===== src/rtl/seg7_scan_display_if.sv =====
// Display bus between the stopwatch side (master) and the scan driver (slave):
// BCD digits and display controls in, active-low segment/anode drive out.
interface seg7_scan_display_if;
  logic [15:0] digits_bcd;
  logic        freeze;
  logic        blank_leading;
  logic [6:0]  seg;
  logic        dp;
  logic [3:0]  an;

  modport master (output digits_bcd, freeze, blank_leading, input seg, dp, an);
  modport slave  (input digits_bcd, freeze, blank_leading, output seg, dp, an);
endinterface


===== src/rtl/seg7_scan_display.sv =====
// Four-digit common-anode seven-segment scanner. The BCD input is captured once
// per frame, so a frame never mixes two values. It supports freeze (lap hold),
// leading-zero blanking and a dash for non-BCD codes. All outputs are registered.
module seg7_scan_display #(
  parameter int         CLK_FREQ   = 100_000_000,
  parameter int         REFRESH_HZ = 250,
  parameter logic [3:0] DP_MASK    = 4'b0000
) (
  input  logic               clk,
  input  logic               init_regs,
  seg7_scan_display_if.slave bus
);
  localparam int DWELL_RAW = CLK_FREQ / (4 * REFRESH_HZ);
  localparam int DWELL     = (DWELL_RAW < 1) ? 1 : DWELL_RAW;
  localparam int DW        = (DWELL > 1) ? $clog2(DWELL) : 1;
  localparam logic [DW-1:0] DWELL_LAST = DW'(DWELL - 1);

  logic [DW-1:0] dwell_q, dwell_d;
  logic [1:0]    idx_q, idx_d;
  logic [15:0]   disp_q, disp_d;
  logic          primed_q, primed_d;
  logic [3:0]    an_q, an_d;
  logic [6:0]    seg_q, seg_d;
  logic          dp_q, dp_d;

  logic          wrap, frame_end, load, blank;
  logic [3:0]    cur;
  logic [3:0]    zero;

  function automatic logic [6:0] decode(input logic [3:0] d);
    logic [6:0] s;
    unique case (d)
      4'd0:    s = 7'b1000000;
      4'd1:    s = 7'b1111001;
      4'd2:    s = 7'b0100100;
      4'd3:    s = 7'b0110000;
      4'd4:    s = 7'b0011001;
      4'd5:    s = 7'b0010010;
      4'd6:    s = 7'b0000010;
      4'd7:    s = 7'b1111000;
      4'd8:    s = 7'b0000000;
      4'd9:    s = 7'b0010000;
      default: s = 7'b0111111; // dash for A..F
    endcase
    return s;
  endfunction

  // Scan counters and snapshot: load on the first unfrozen edge after reset, then only at frame boundaries.
  always_comb begin
    wrap      = (dwell_q == DWELL_LAST);
    frame_end = wrap && (idx_q == 2'd3);
    load      = !bus.freeze && (!primed_q || frame_end);
    dwell_d   = wrap ? '0 : dwell_q + 1'b1;
    idx_d     = wrap ? idx_q + 2'd1 : idx_q;
    disp_d    = load ? bus.digits_bcd : disp_q;
    primed_d  = primed_q | load;
  end

  // Output decode for the current slot. The display stays dark until the first snapshot.
  always_comb begin
    for (int i = 0; i < 4; i++) zero[i] = (disp_q[i*4 +: 4] == 4'd0);
    unique case (idx_q)
      2'd0:    cur = disp_q[3:0];
      2'd1:    cur = disp_q[7:4];
      2'd2:    cur = disp_q[11:8];
      default: cur = disp_q[15:12];
    endcase
    // A digit is a leading zero only if it and every higher digit are zero; a non-BCD code counts as non-zero.
    unique case (idx_q)
      2'd3:    blank = zero[3];
      2'd2:    blank = zero[3] & zero[2];
      2'd1:    blank = zero[3] & zero[2] & zero[1];
      default: blank = 1'b0;
    endcase
    blank = blank & bus.blank_leading;
    an_d  = 4'b1111;
    seg_d = 7'b1111111;
    dp_d  = 1'b1;
    if (primed_q && !blank) begin
      an_d  = ~(4'b0001 << idx_q);
      seg_d = decode(cur);
      dp_d  = ~DP_MASK[idx_q];
    end
  end

  // State and output registers; synchronous reset blanks the display.
  always_ff @(posedge clk) begin
    if (init_regs) begin
      dwell_q  <= '0;
      idx_q    <= 2'd0;
      disp_q   <= 16'h0000;
      primed_q <= 1'b0;
      an_q     <= 4'b1111;
      seg_q    <= 7'b1111111;
      dp_q     <= 1'b1;
    end else begin
      dwell_q  <= dwell_d;
      idx_q    <= idx_d;
      disp_q   <= disp_d;
      primed_q <= primed_d;
      an_q     <= an_d;
      seg_q    <= seg_d;
      dp_q     <= dp_d;
    end
  end

  assign bus.an  = an_q;
  assign bus.seg = seg_q;
  assign bus.dp  = dp_q;
endmodule


===== src/flat_wrapper.sv =====
// flat-port wrapper written by rule: the top's interface ports become plain ports
module seg7_scan_display_flat 
#(
  parameter int         CLK_FREQ   = 100_000_000,
  parameter int         REFRESH_HZ = 250,
  parameter logic [3:0] DP_MASK    = 4'b0000
)
  (clk, init_regs, bus_digits_bcd, bus_freeze, bus_blank_leading, bus_seg, bus_dp, bus_an);
  seg7_scan_display_if bus_i ();
  input  logic clk;
  input  logic init_regs;
  input wire logic [$bits(bus_i.digits_bcd)-1:0] bus_digits_bcd;
  input wire logic [$bits(bus_i.freeze)-1:0] bus_freeze;
  input wire logic [$bits(bus_i.blank_leading)-1:0] bus_blank_leading;
  output wire logic [$bits(bus_i.seg)-1:0] bus_seg;
  output wire logic [$bits(bus_i.dp)-1:0] bus_dp;
  output wire logic [$bits(bus_i.an)-1:0] bus_an;
  assign bus_i.digits_bcd = bus_digits_bcd;
  assign bus_i.freeze = bus_freeze;
  assign bus_i.blank_leading = bus_blank_leading;
  assign bus_seg = bus_i.seg;
  assign bus_dp = bus_i.dp;
  assign bus_an = bus_i.an;
  seg7_scan_display #(.CLK_FREQ(CLK_FREQ), .REFRESH_HZ(REFRESH_HZ), .DP_MASK(DP_MASK)) u_core (.clk(clk), .init_regs(init_regs), .bus(bus_i));
endmodule

===== config.mk =====
export PLATFORM = sky130hd
export DESIGN_NAME = seg7_scan_display_flat
export DESIGN_NICKNAME = d
export VERILOG_FILES = /design/src/rtl/seg7_scan_display_if.sv /design/src/rtl/seg7_scan_display.sv /design/src/flat_wrapper.sv
export SDC_FILE = /design/constraint.sdc
export NUM_CORES = 1
export LEC_CHECK = 0
export CORE_MARGIN = 2
export CORE_UTILIZATION = 50
export CTS_BUF_LIST = sky130_fd_sc_hd__clkbuf_4
export CTS_CLUSTER_SIZE = 24
export DETAILED_ROUTE_END_ITERATION = 8
export PLACE_DENSITY = 0.76
export SYNTH_ARGS = -nofsm -noshare
export SYNTH_HDL_FRONTEND = slang
export SYNTH_SLANG_ARGS = --single-unit

===== constraint.sdc =====
create_clock -name clk -period 2.1 [get_ports clk]
set_input_delay 0.21 -clock clk [delete_from_list [all_inputs] [get_ports clk]]
set_output_delay 0.21 -clock clk [all_outputs]
set_load 0.02 [all_outputs]

==> out/results.ini <==
[run_status]
outcome=finished, violations left
violations=setup timing

[pwr]
switching_share=0.273
p_comb_frac=0.193
pwr-share-seq=0.524
clkPwrFrac=0.283
powerDensity_nw_per_um2=571
power.leakage_nw=1.18
finalPower_mw=1.89
power.switching_uw=517
max-vdd-ir-drop_mv=0.241
p_int_mw=1.38

[layout]
multi_input_area_um2=1640
regArea_um2=948
antennaDiodeCount=0
drive_gt1_frac=0.169
nets=391
n_fill_cell=445
design_area_um2=3320
areaGrowthSynthToFinish_pct=25.5

[cts]
clock_sinks=47
htreeDepth=2
cts.clk_slew.worst_paths_ns=0.15
cts_tree=yes
cts_hold_buf=0
clk_latency_ns=0.37
clockRootBuffer=clkbuf_4
cts_buffer_depth=2
cts_buffers=5

[floorplanning]
die_h_um=76.7
io_pins=32
die_w_um=76.7
rows=26
initial_core_util=0.517
die_area_um2=5880
fp.coreArea_um2=5110

[global_route]
grt_usage=0.226
overflow=0
grt_max_degree=36
grt_pass1_vias=2369
antenna_found_initial=0
grt_pass1_wl_um=10900

[synth]
synthMostInstantiatedCell=dfxtp_1
synth_top_cell_area_share=0.356
yosys_warnings=0
yosys.area.top_type=dfxtp_1
synthTopCellsByArea=dfxtp_1 36%, nor3b_1 8.8%, nand3_1 7.6%
synth_ff_type=dfxtp_1
synth_simple_gate_area_frac=0.305
synth_area_um2=2640
synth-seq-cells=47
syn-num-nets=345
synth_mux_area_frac=0.00426
async_reset_ff_frac=0
synth_edf_count=0
synth_top_cells_by_count=47 x dfxtp_1, 40 x nand3_1, 31 x nor3b_1
syn_inst=313
synth_seq_area_share=0.356
synth_xor_area_frac=0.0398
synth_top_family_by_area=simple AND/OR/NAND/NOR gates
synth-adder-area-share=0.0568
synth_compound_area_frac=0.188
avgSynthCellArea_um2=8.44
synth.distinct_cells=48

[timing]
drv_slew=0
tightest_slew_ns=0.533
whs_ns=0.457
hold_viol_final=0
rsz0062_at_grt=yes
period_needed_ns=2.11
relSlewSlack=0.642
timing.fmax_ghz=0.474
final_critical_path_setup_slack_ns=-0.0113
fin_crit_sh=1.01
final-setup-viol-count=1
fin_skew_ns=0.0229

[worst_setup_path]
cp_max_fo=4
required_ns=2.34
worstRegToRegCells=9
reg2reg_from=u_core.idx_q[1]
critPathKind=reg2reg
start_kind=flip-flop
crit_path_end_kind=flip-flop
worstPathArrival_ns=2.35
cp-startpoint=u_core.idx_q[1]

[drt]
routed_wl_um=6730
drt_iter0_markers=230
num_vias=2586
avgRoutedWirePerCell_um=15.6
antenna_left=0
viasPerCell=6.01
first_pass_iters=5
drc=0

[worst_hold_path]
min_path_type=reg2reg
worstHoldPathCells=1
hold_path_startpoint=u_core.dwell_q[0]

[job]
max_cap_viol_count=0

[placement]
numPortBuffers=30
gp_congestion=0.921
dp_hpwl_um=4400
dpl-instance-area_um2=3110

path summary, 6_finish.rpt:
kind	to	slack, ns
min reg2reg	u_core.dwell_q[0]	0.46
max reg2reg	u_core.bus.seg[0]	-0.01
max	u_core.bus.seg[0]	-0.01
min	u_core.dwell_q[0]	0.46
per-stage QoR:
| stage | TNS (ns) | util | std cells | setup WS [ns] |
|---|---|---|---|---|
| global placement | 0 | 0.609 | 415 | 0.00451 |
| CTS | 0 | 0.627 | 424 | 0.00293 |
| global route | -0.389 | 0.649 | 430 | -0.116 |
| finish | -0.0113 | 0.649 | 430 | -0.0113 |
| floorplan | 0 | - | 313 | 0.0553 |
| detailed placement | -0.0946 | 0.609 | 415 | -0.0661 |
critical path, cell delays in order (launching register included):
cell and delay (ns):
dfxtp_4 0.39, buf_6 0.12, ha_4 0.16, a222oi_1 0.37, a21oi_2 0.18, ha_1 0.22, nor2_1 0.13, a32oi_2 0.14
a21oi_1 0.18, o21ai_0 0.08
registers in the layout, indices dropped and copies added (netlist names):
register and count:
u_core.bus.an 4, u_core.bus.seg 7, u_core.disp_q 16, u_core.dwell_q 17
u_core.idx_q 2, u_core.primed_q 1
power by group through the flow:
stage,combinational (mW),sequential [mW],clock [mW]
floorplan,0.202,1.01,0
global placement,0.322,1.01,0
detailed placement,0.328,1.01,0
CTS,0.337,0.991,0.546
global route,0.399,0.997,0.586
finish,0.365,0.992,0.536
area by class of cell:
cell class              count  area share
multi-input cells         235       0.493
flip-flops and latches     47       0.286
repair buffers             59       0.157
well taps                  70      0.0264
inverters                  11      0.0140
clock inverters             3      0.0117
clock buffers               5      0.0113
timing repair:
action / in CTS / in global routing
endpoints found under the setup margin: 5 / 7
setup buffers: 1 / 6
resized for setup: 4 / 21
pin swaps: 1 / 8
logic make-up (layout without fill, tap and decap cells):
group	Yosys count	after routing
compound gates	73	73
xor+xnor	12	12
fa+ha+maj	12	12
buf+inv	31	78
flops	47	47
mux	1	1
other cells	1	1
simple gates	136	136
cells in the final DEF, fill, tap and decap left out, types with 6 or more instances in the layout:
cell type,n
nand3_1,40
clkdlybuf4s50_1,30
nor2_1,17
o21ai_0,24
xnor2_1,8
a32oi_1,16
a21oi_1,9
nor4_1,7
dfxtp_1,45
inv_1,6
nor3b_1,31
nand2_1,12
buf_4,28
ha_1,8
layer usage:
| metal | up-vias | global-route usage | share of wire |
|---|---|---|---|
| met5 | - | 0 | 0 |
| met1 | 1230 | 0.306 | 0.47 |
| met2 | 89 | 0.347 | 0.46 |
| li1 | 1257 | - | - |
| met3 | 10 | 0.0518 | 0.053 |
| met4 | 0 | 0.0964 | 0.015 |
No activity file was read; power rests on OpenSTA's default activity.
